--- config.mk ---
export PLATFORM = sky130hd
export DESIGN_NAME = bus_arbiter
export DESIGN_NICKNAME = d
export VERILOG_FILES = /design/src/rtl/bus_arbiter.sv
export SDC_FILE = /design/constraint.sdc
export NUM_CORES = 1
export LEC_CHECK = 0
export ABC_CLOCK_PERIOD_IN_PS = 2780
export CAP_MARGIN = 15
export CORE_MARGIN = 4
export CORE_UTILIZATION = 42
export CTS_CLUSTER_DIAMETER = 120
export DETAILED_ROUTE_END_ITERATION = 6
export PLACE_DENSITY = 0.91
export SYNTH_ARGS = -nofsm -noshare
export SYNTH_HDL_FRONTEND = slang
export SYNTH_SLANG_ARGS = --single-unit
--- constraint.sdc ---
create_clock -name clk -period 2.78 [get_ports clk]
set_clock_uncertainty 0.05 [all_clocks]
set_input_delay 0.556 -clock clk [delete_from_list [all_inputs] [get_ports clk]]
set_output_delay 0.556 -clock clk [all_outputs]
set_load 0.05 [all_outputs]
--- src/rtl/bus_arbiter.sv ---
// Round-robin arbiter for the shared snooping bus (4 L1 requesters).
// Optional watchdog: define ARB_TIMEOUT_EN to build the grant timeout.
module bus_arbiter #(
    parameter int NUM_CORES      = 4,
    parameter int TIMEOUT_CYCLES = 15
) (
    input  logic                 clk,
    input  logic                 rst_n,
    input  logic [NUM_CORES-1:0] req,
    input  logic [NUM_CORES-1:0] wr,
    input  logic [2:0]           addr0,
    input  logic [2:0]           addr1,
    input  logic [2:0]           addr2,
    input  logic [2:0]           addr3,
    input  logic                 done,
    output logic [NUM_CORES-1:0] gnt,
    output logic [1:0]           gnt_id,
    output logic                 gnt_valid,
    output logic [2:0]           bus_addr,
    output logic                 bus_wr,
    output logic                 timeout_err
);

    typedef enum logic [1:0] {
        S_IDLE,
        S_GRANT,
        S_RELEASE
    } state_e;

    state_e               state_q, state_d;
    logic [1:0]           ptr_q, ptr_d;
    logic [NUM_CORES-1:0] gnt_q, gnt_d;
    logic [1:0]           id_q, id_d;
    logic                 valid_q, valid_d;
    logic [2:0]           addr_q, addr_d;
    logic                 wr_q, wr_d;
    logic                 timeout_hit;

    logic                 win_found;
    logic [1:0]           win_id;
    logic [2:0]           win_addr;

`ifdef ARB_TIMEOUT_EN
    localparam logic [3:0] TO_LIM = 4'(TIMEOUT_CYCLES);

    logic [3:0] cnt_q, cnt_d;
    logic       terr_q;

    // Watchdog count: zero outside GRANT, so it starts from 0 on entry.
    always_comb begin
        cnt_d = 4'd0;
        if (state_q == S_GRANT) begin
            cnt_d = cnt_q + 4'd1;
        end
    end

    assign timeout_hit = (state_q == S_GRANT) && (cnt_d == TO_LIM);

    // Watchdog counter and one-cycle error pulse registers.
    always_ff @(posedge clk or negedge rst_n) begin
        if (!rst_n) begin
            cnt_q  <= 4'd0;
            terr_q <= 1'b0;
        end else begin
            cnt_q  <= cnt_d;
            terr_q <= timeout_hit && !done;
        end
    end

    assign timeout_err = terr_q;
`else
    assign timeout_hit = 1'b0;
    assign timeout_err = 1'b0;
`endif

    // Rotating priority search starting at ptr; first set request wins.
    always_comb begin
        logic [1:0] idx;
        win_found = 1'b0;
        win_id    = ptr_q;
        for (int i = 0; i < 4; i++) begin
            idx = ptr_q + 2'(i);
            if (!win_found && req[idx]) begin
                win_found = 1'b1;
                win_id    = idx;
            end
        end
    end

    // Address of the selected winner.
    always_comb begin
        unique case (win_id)
            2'd0:    win_addr = addr0;
            2'd1:    win_addr = addr1;
            2'd2:    win_addr = addr2;
            default: win_addr = addr3;
        endcase
    end

    // Next-state and registered-output values.
    always_comb begin
        state_d = state_q;
        ptr_d   = ptr_q;
        gnt_d   = gnt_q;
        id_d    = id_q;
        valid_d = valid_q;
        addr_d  = addr_q;
        wr_d    = wr_q;
        unique case (state_q)
            S_IDLE: begin
                if (win_found) begin
                    state_d        = S_GRANT;
                    gnt_d          = '0;
                    gnt_d[win_id]  = 1'b1;
                    id_d           = win_id;
                    valid_d        = 1'b1;
                    addr_d         = win_addr;
                    wr_d           = wr[win_id];
                    ptr_d          = win_id + 2'd1;
                end
            end
            S_GRANT: begin
                if (done || timeout_hit) begin
                    state_d = S_RELEASE;
                    gnt_d   = '0;
                    id_d    = 2'd0;
                    valid_d = 1'b0;
                    addr_d  = 3'd0;
                    wr_d    = 1'b0;
                end
            end
            S_RELEASE: begin
                state_d = S_IDLE;
            end
            default: begin
                state_d = S_IDLE;
            end
        endcase
    end

    // State, pointer and output registers.
    always_ff @(posedge clk or negedge rst_n) begin
        if (!rst_n) begin
            state_q <= S_IDLE;
            ptr_q   <= 2'd0;
            gnt_q   <= '0;
            id_q    <= 2'd0;
            valid_q <= 1'b0;
            addr_q  <= 3'd0;
            wr_q    <= 1'b0;
        end else begin
            state_q <= state_d;
            ptr_q   <= ptr_d;
            gnt_q   <= gnt_d;
            id_q    <= id_d;
            valid_q <= valid_d;
            addr_q  <= addr_d;
            wr_q    <= wr_d;
        end
    end

    assign gnt       = gnt_q;
    assign gnt_id    = id_q;
    assign gnt_valid = valid_q;
    assign bus_addr  = addr_q;
    assign bus_wr    = wr_q;

endmodule
After elaboration in Yosys (flattened, before gate mapping)
Index checks and enable logic that the tools add are counted.

operators by class
  equal/unequal tests = 5
  mux-type cells = 37
  add/subtract/negate cells = 4
  magnitude comparators = 6
  reductions and logical operators = 13

operators by type and width
  kind                                                         number
  less-than comparator 2 x 3 -> 1 bit (second input constant)  5
  2-to-1 mux 2 bit                                             7
  2-to-1 mux 1 bit                                             13
  binary-select mux 1 bit (select 2 bit)                       5
  one-hot mux 3 bit (3 select lines)                           1
  2-to-1 mux 4 bit                                             2
  one-hot mux 2 bit (2 select lines)                           2
  one-hot mux 4 bit (2 select lines)                           1
  2-to-1 mux 3 bit                                             2
  one-hot mux 3 bit (2 select lines)                           1
  adder 2 x 1 -> 2 bit (second input constant)                 2
  adder 2 bit (second input constant)                          2
  == test 2 x 1 -> 1 bit (second input constant)               2
  logical AND 1 bit                                            4
  logical NOT 2 bit                                            2
  != test 2 bit (second input constant)                        2
  one-hot mux 1 bit (2 select lines)                           2
  AND reduction 2 bit                                          2
  logical NOT 1 bit                                            3
  AND reduction 3 bit                                          1
  demux 1 bit (select 2 bit)                                   1
  == test 2 bit (second input constant)                        1
  >= comparator 2 x 1 -> 1 bit (second input constant)         1
  nonzero test 2 bit                                           1

word-level totals
  logic and storage cells = 72
  output and inout port bits = 12
  register bits = 15

Depth between registers and ports, before layout
Gate-level depths: netlist (run 1).

  depth in word-level cells = 18
  gate-level depth with buffers = 11

Least setup slack after synthesis (run 1)
OpenSTA, ideal clock, no wires.

  kind = input to register
  start point = in req[0]
  end point = reg addr_q[2], in the netlist bus_addr[2]
  setup slack = 0.285 ns
  data required time = 2.609 ns
  stages on the path = 9
  arrival = 2.324 ns
  cell sequence = nor2b_1 > o41ai_2 > inv_1 > ha_1 > a222oi_1 > nor2_1 > a21oi_1 > nor2_1 > a22o_1

between the ends
  longest elaborated chain between the ends = 16
  elaborated cells between the ends (all ways) = 29
  classes of those cells = eq/ne: 3; mux: 18; reduce/logical: 8

ends and longest elaborated chain
  what                                    line  RTL
  start, declared                         9     input logic [NUM_CORES-1:0] req,
  binary-select mux 1 bit (select 2 bit)  83    if (!win_found && req[idx]) begin
  2-to-1 mux 1 bit (implied by the code)  83
  2-to-1 mux 1 bit                        83
  logical NOT 1 bit                       83
  logical AND 1 bit                       83
  2-to-1 mux 1 bit                        83
  logical NOT 1 bit                       83
  logical AND 1 bit                       83
  2-to-1 mux 1 bit                        83
  logical NOT 1 bit                       83
  logical AND 1 bit                       83
  2-to-1 mux 2 bit                        83
  == test 2 bit (tied with other cells)   92    unique case (win_id)
  one-hot mux 3 bit (3 select lines)      92
  2-to-1 mux 3 bit                        111   if (win_found) begin
  one-hot mux 3 bit (2 select lines)      109   unique case (state_q)
  end signal, assigned                    157   addr_q <= addr_d;
  end, declared                           35    logic [2:0] addr_q, addr_d;

Several ways; a longest one is shown, not always the timed one. The select of a mux whose other input is x is not followed.
A chain may end at the register's enable or synchronous reset.

Final worst setup path (run 1)
  start point = in req[1]
  end point = reg addr_q[0], in the netlist bus_addr[0]

Same word-level chain as after synthesis.

==> results.cfg, run 1 <==
[yosys]
avgSynthCellArea_sq_um = 9.79
syn_area_sq_um = 852
synthCells = 87
yosysSeqAreaShare_pct = 44.1
synth_nets = 115
synth-seq-cells = 15
synthArstFlopShare_pct = 100
synth_ff_type = dfrtp_1
synth_edf_count = 0
synth_cell_types = 28
ys_warn_count = 0

[route]
drt_wl_total_mm = 2.53
wl_met1_um = 966
drt_iter0_markers = 17
drtAntennaViolNets = 0
vias = 860
met3WireLength_um = 90
wl_per_cell_um = 15.5
drc = 0
top_layer = met4
via_per_inst = 5.28
wl_met2_mm = 1.45
drtPass1Iterations = 4

[placed_design]
dp_slack_ns = -0.223
dp_hpwl_mm = 2.00
place_area_sq_um = 1300
port_buffers = 33
dpl.cell_count = 158
place.gp.congestion = 0.834

[hold_path]
hold_end = gnt_valid$_DFFE_PN0P_
worstHoldStart = gnt_valid$_DFFE_PN0P_
min_path_type = reg -> reg
hold_depth = 2

[sta]
period_share_pct = 92.1
tightest_slew_ns = 0.910
finalWorstSetupSlack_ns = 0.219
fin_setup_tns_ns = 0
slew_headroom_pct = 38.8
slew_viol_final = 0
setup_viol = 0
max_freq_mhz = 390
finalCriticalPeriod_ns = 2.56
rsz0062_at_grt = no
final_hold_viol_count = 0

[global_routing]
grt_pass1_vias = 902
grt_max_degree = 16
grt_overflow_total = 0
antenna_found_initial = 0
grt_use_total_pct = 18.9
grt_pass1_wl_mm = 3.82

[floorplan]
die_w_um = 53.0
die_area_sq_um = 2810
rows = 16
io-pin-count = 35
start_util_pct = 43.9
die_y_um = 53.0
design.core.area_sq_um = 1940

[cells_and_area]
stdcell_count = 163
antenna_cells = 0
final_area_sq_um = 1350
layout-drive-gt1-share_pct = 17.6
area_delta_synth_final_pct = 58.3
nets = 165
final_core_util_pct = 69.5

[cts]
h-tree-depth = 1
clk_pin_slew_ns = 0.09
hold_buffers = 0
ctsLongestPathBuffers = 2
numCtsBuffers = 3
cts.sinks = 15
worstSkewPairLatency_ns = 0.28
cts_tree = done
root_buffer = clkbuf_4

[setup_path]
r2r_cells = 9
r2r-start = ptr_q[1]$_DFFE_PN0P_
cp-end-kind = flop
rr_endpoint = bus_addr[0]$_DFFE_PN0P_
slowest_delay_ns = 0.53
timing.critical_path.buf_inv = 2
reg2reg_slack_ns = 0.51
cp_cell_sequence = clkdlybuf4s50_1, nor2b_2, o21ba_1, or3_4, ha_1, buf_4, a222oi_1, nor2_1, a21oi_1, o21ai_1
crit_type = in -> reg
required_ns = 2.89
cp_slowest_cell = clkdlybuf4s50_1
critPathLaunchType = input pin
path_depth = 10
cp.arrival_ns = 2.67
path_max_fanout = 4
critPathTopFamily = compound AO/OA/AOI/OAI gates

[run]
drv_cap = 0

[pwr]
p_per_area_nw_per_um2 = 1090
power.leakage_uw = 0.000630
ir_worst_vdd_mv = 0.550

[status]
status = finished, final reports clean
cells in the mapped netlist (all sizes together) (2+ instances only):
library cell,n,area [sq um]
nor3,3,15.0
nor4b,2,17.5
a222oi,3,30.0
nand2,10,37.5
inv,3,11.3
clkbuf,2,7.51
ha,5,62.6
nor2b,4,27.5
a22o,5,43.8
a21oi,5,25.0
o21ai,7,35.0
buf,2,18.8
nand2b,2,12.5
nor2,7,26.3
dfrtp,15,375
or3,2,12.5
a2111oi,2,30.0
cells by family (layout without fill, tap and decap cells):
group           after synthesis  after routing  share of synthesized area [%]
flops                        15             15                           44.1
buf+inv                       7             56                           4.41
other cells                   1              1                          0.440
simple gates                 33             33                           19.7
fa+ha+maj                     5              5                           7.34
compound gates               26             26                           24.1
power by group:
group / leakage (uW) / switching [uW] / internal, uW
registers: 0.000187 / 75.5 / 313
logic: 0.000428 / 558 / 397
clock network: 0.0000150 / 70.3 / 55.6
total: 0.000630 / 704 / 766
through the flow:
stage | hold WS, ns | power (uW)
6_report | 0.446 | 1470
5_1_grt | 0.467 | 1560
4_1_cts | 0.455 | 1460
3_5_place_dp | 0.434 | 1330
3_3_place_gp | 0.408 | 1280
2_1_floorplan | 0.210 | 971
per-layer routing:
metal / up-vias / track usage [%]
li1: 416 / -
met1: 422 / 19.2
met2: 20 / 39.5
met3: 2 / 1.69
met4: 0 / 5.11
met5: - / 0
sequential cells by signal (all words and copies together), names as in the netlist:
register and count:
ptr_q 2, gnt_id 2, gnt_valid 1, bus_wr 1, gnt 4, bus_addr 3
state_q 2
layout make-up:
cell class	count	area [sq um]
flip-flops and latches	15	375
multi-input cells	65	444
fillers	147	593
inverters	3	11.3
clock buffers	4	26.3
repair buffers	49	458
well taps	27	33.8
worst max-delay path by stage:
| stage | startpoint | to |
|---|---|---|
| CTS | req[2] | bus_addr[0]$_DFFE_PN0P_ |
| floorplan | req[0] | bus_addr[2]$_DFFE_PN0P_ |
| finish | req[1] | bus_addr[0]$_DFFE_PN0P_ |
| global placement | req[2] | bus_addr[2]$_DFFE_PN0P_ |
| global route | req[1] | bus_addr[1]$_DFFE_PN0P_ |
| detailed placement | req[2] | bus_addr[0]$_DFFE_PN0P_ |
what timing repair did:
action                                  in CTS  in global routing
resized for setup                            0                  4
endpoints found under the setup margin       0                  3
buffers inserted                             0                  1
worst min-delay path, cell delays in order (launching register included):
cell	delay (ns)
dfrtp_1	0.36
nand2_1	0.05
nand2_1	0.06
placed cells by master, fill, tap and decap left out:
cell type and instances:
conb_1 1, clkbuf_1 1, nand2b_1 2, o21ai_1 3, a2111oi_2 2, or3_4 1, buf_4 16, nor2b_1 3
dlymetal6s2s_1 3, o21a_1 1, a22o_1 5, nor2_1 7, clkdlybuf4s50_1 30, nor4b_1 2, clkbuf_4 3, o21ai_0 4
a211oi_1 1, nor3_1 3, nor2b_2 1, a222oi_1 3, nand2_1 10, dfrtp_1 15, o21ba_1 1, inv_1 3
or3_1 1, nand3b_1 1, nand3_1 1, ha_1 5, nor4_1 1, a21oi_1 5, o41ai_2 1
Power figures use the tool's default switching activity.
==> inputs of run 2 (changes only) <==
==> config.mk (replaced) <==
export PLATFORM = sky130hd
export DESIGN_NAME = bus_arbiter
export DESIGN_NICKNAME = d
export VERILOG_FILES = /design/src/rtl/bus_arbiter.sv
export SDC_FILE = /design/constraint.sdc
export NUM_CORES = 1
export LEC_CHECK = 0
export ABC_CLOCK_PERIOD_IN_PS = 3300
export CAP_MARGIN = 15
export CORE_MARGIN = 4
export CORE_UTILIZATION = 45
export CTS_CLUSTER_DIAMETER = 120
export DETAILED_ROUTE_END_ITERATION = 6
export PLACE_DENSITY = 0.95
export SYNTH_ARGS = -nofsm -noshare
export SYNTH_HDL_FRONTEND = slang
export SYNTH_SLANG_ARGS = --single-unit
==> constraint.sdc (replaced) <==
create_clock -name clk -period 3.3 [get_ports clk]
set_clock_uncertainty 0.05 [all_clocks]
set_input_delay 0.66 -clock clk [delete_from_list [all_inputs] [get_ports clk]]
set_output_delay 0.66 -clock clk [all_outputs]
set_load 0.05 [all_outputs]
==> results.cfg, run 2 (synthesized netlist as in run 1, its figures left out) <==
[sta]
final_hold_viol_count = 0
setup_viol = 0
slew_viol_final = 0
tightest_slew_ns = 0.874
fin_setup_tns_ns = 0
finalCriticalPeriod_ns = 2.92
period_share_pct = 88.5
slew_headroom_pct = 41.3
rsz0062_at_grt = no
max_freq_mhz = 342

[floorplan]
die_area_sq_um = 2650
rows = 15
die_y_um = 51.5
start_util_pct = 48.3
io-pin-count = 35
design.core.area_sq_um = 1760
die_w_um = 51.5

[route]
drtAntennaViolNets = 0
drc = 0
drtPass1Iterations = 5
drt_iter0_markers = 29
drt_wl_total_mm = 2.11
via_per_inst = 5.53
wl_per_cell_um = 14.4
vias = 808

[pwr]
ir_worst_vdd_mv = 0.474
power.leakage_uw = 0.000528
p_per_area_nw_per_um2 = 923
finalPower_uw = 1130

[cts]
numCtsBuffers = 3
ctsLongestPathBuffers = 2
post_cts_resized = 0
hold_buffers = 0
worstSkewPairLatency_ns = 0.29
cts.sinks = 15
h-tree-depth = 1
clk_pin_slew_ns = 0.09
cts_tree = done
root_buffer = clkbuf_4
cts_setup_buffers = 0

[placed_design]
place.gp.congestion = 0.811
port_buffers = 33
dp_hpwl_mm = 1.69

[setup_path]
cp_slowest_cell = clkdlybuf4s50_1
cp.arrival_ns = 3.05
cp_cell_sequence = clkdlybuf4s50_1, nor2_1, a211oi_1, or3_1, inv_1, ha_1, a222oi_1, nor2_1, a21oi_1, nor2_1, a22o_1
crit_type = in -> reg
path_max_fanout = 6
path_common_cell = nor2_1
cp-end-kind = flop
critPathLaunchType = input pin
slowest_delay_ns = 0.53
timing.critical_path.buf_inv = 2
critPathTopFamily = compound AO/OA/AOI/OAI gates
required_ns = 3.43

[hold_path]
min_path_type = reg -> reg

[cells_and_area]
area.sequential_sq_um = 375
layout-drive-gt1-share_pct = 6.61
fillCellCount = 142
multi_input_area_sq_um = 439
antenna_cells = 0
final_common_cell = clkdlybuf4s50_1
final_cell_mix = clkdlybuf4s50_1 (33), dfrtp_1 (15), nand2_1 (10), nor2_1 (7)
area_delta_synth_final_pct = 43.3
largest_reg_flops = 4
nets = 150

[run]
drv_cap = 0

[global_routing]
antenna_found_initial = 0
grt_pass1_vias = 749
grt_max_degree = 16
grt_pass1_wl_mm = 3.31
grt_overflow_total = 0
grt_use_total_pct = 16.6

[status]
status = finished, final reports clean
==> run 2: cell types whose count changed in the layout (fill, tap and decap cells not counted) <==
cell / delta
dlymetal6s2s_1: -3
clkdlybuf4s50_1: +3
buf_4: -15
or3_1: +1
or3_4: -1
==> run 2: layout make-up <==
cell class              instances  share of cell area, %
multi-input cells              65                   36.0
flip-flops and latches         15                   30.7
repair buffers                 34                   27.7
well taps                      25                   2.56
clock buffers                   4                   2.15
inverters                       3                  0.922
==> run 2: worst paths after layout <==
path / from / end / slack [ns] / cells after the start
worst max-delay path: req[0] / bus_addr[2]$_DFFE_PN0P_ / 0.38 / 11
worst min-delay path: gnt_id[1]$_DFFE_PN0P_ / gnt_id[1]$_DFFE_PN0P_ / 0.43 / 2
worst max register to register: ptr_q[0]$_DFFE_PN0P_ / bus_addr[2]$_DFFE_PN0P_ / 0.93 / 9
worst min register to register: gnt_id[1]$_DFFE_PN0P_ / gnt_id[1]$_DFFE_PN0P_ / 0.43 / 2
max in group asynchronous: rst_n / gnt[0]$_DFFE_PN0P_ / 2.05 / 1
min in group asynchronous: rst_n / gnt_id[0]$_DFFE_PN0P_ / 0.72 / 1
==> run 2: worst reg2reg max path: cells and delay by family, from the launching register on <==
kind                     cells  cell delay [ns]
adder cells (fa/ha/maj)      1             0.28
flip-flops                   1             0.40
AO/OA/AOI/OAI                4             0.87
AND/OR/NAND/NOR              4             0.67
==> run 2: metrics by stage <==
| stage | cell area, sq um | util, % | cells | hold WS (ns) | worst slack, ns |
|---|---|---|---|---|---|
| after floorplan | 852 | - | 87 | 0.314 | 0.701 |
| after global placement | 1190 | 67.7 | 142 | 0.410 | 0.200 |
| after detailed placement | 1190 | 67.7 | 142 | 0.421 | 0.130 |
| after CTS | 1220 | 69.2 | 146 | 0.442 | 0.438 |
| after global routing | 1220 | 69.2 | 146 | 0.478 | 0.265 |
| final | 1220 | 69.2 | 146 | 0.434 | 0.380 |
==> run 2: report_power, final <==
group | internal (uW) | leakage, uW | switching [uW] | total, uW
Clock | 47.0 | 0.0000150 | 59.2 | 106
Sequential | 264 | 0.000187 | 55.2 | 319
Combinational | 261 | 0.000326 | 441 | 702
Total | 572 | 0.000528 | 555 | 1130
==> run 2: routing by layer <==
layer | GRT usage, % | wire length (um) | up-vias
met1 | 21.2 | 812 | 377
met5 | 0 | 0 | -
li1 | - | - | 386
met3 | 3.15 | 155 | 7
met2 | 27.3 | 1100 | 38
met4 | 6.99 | 43 | 0
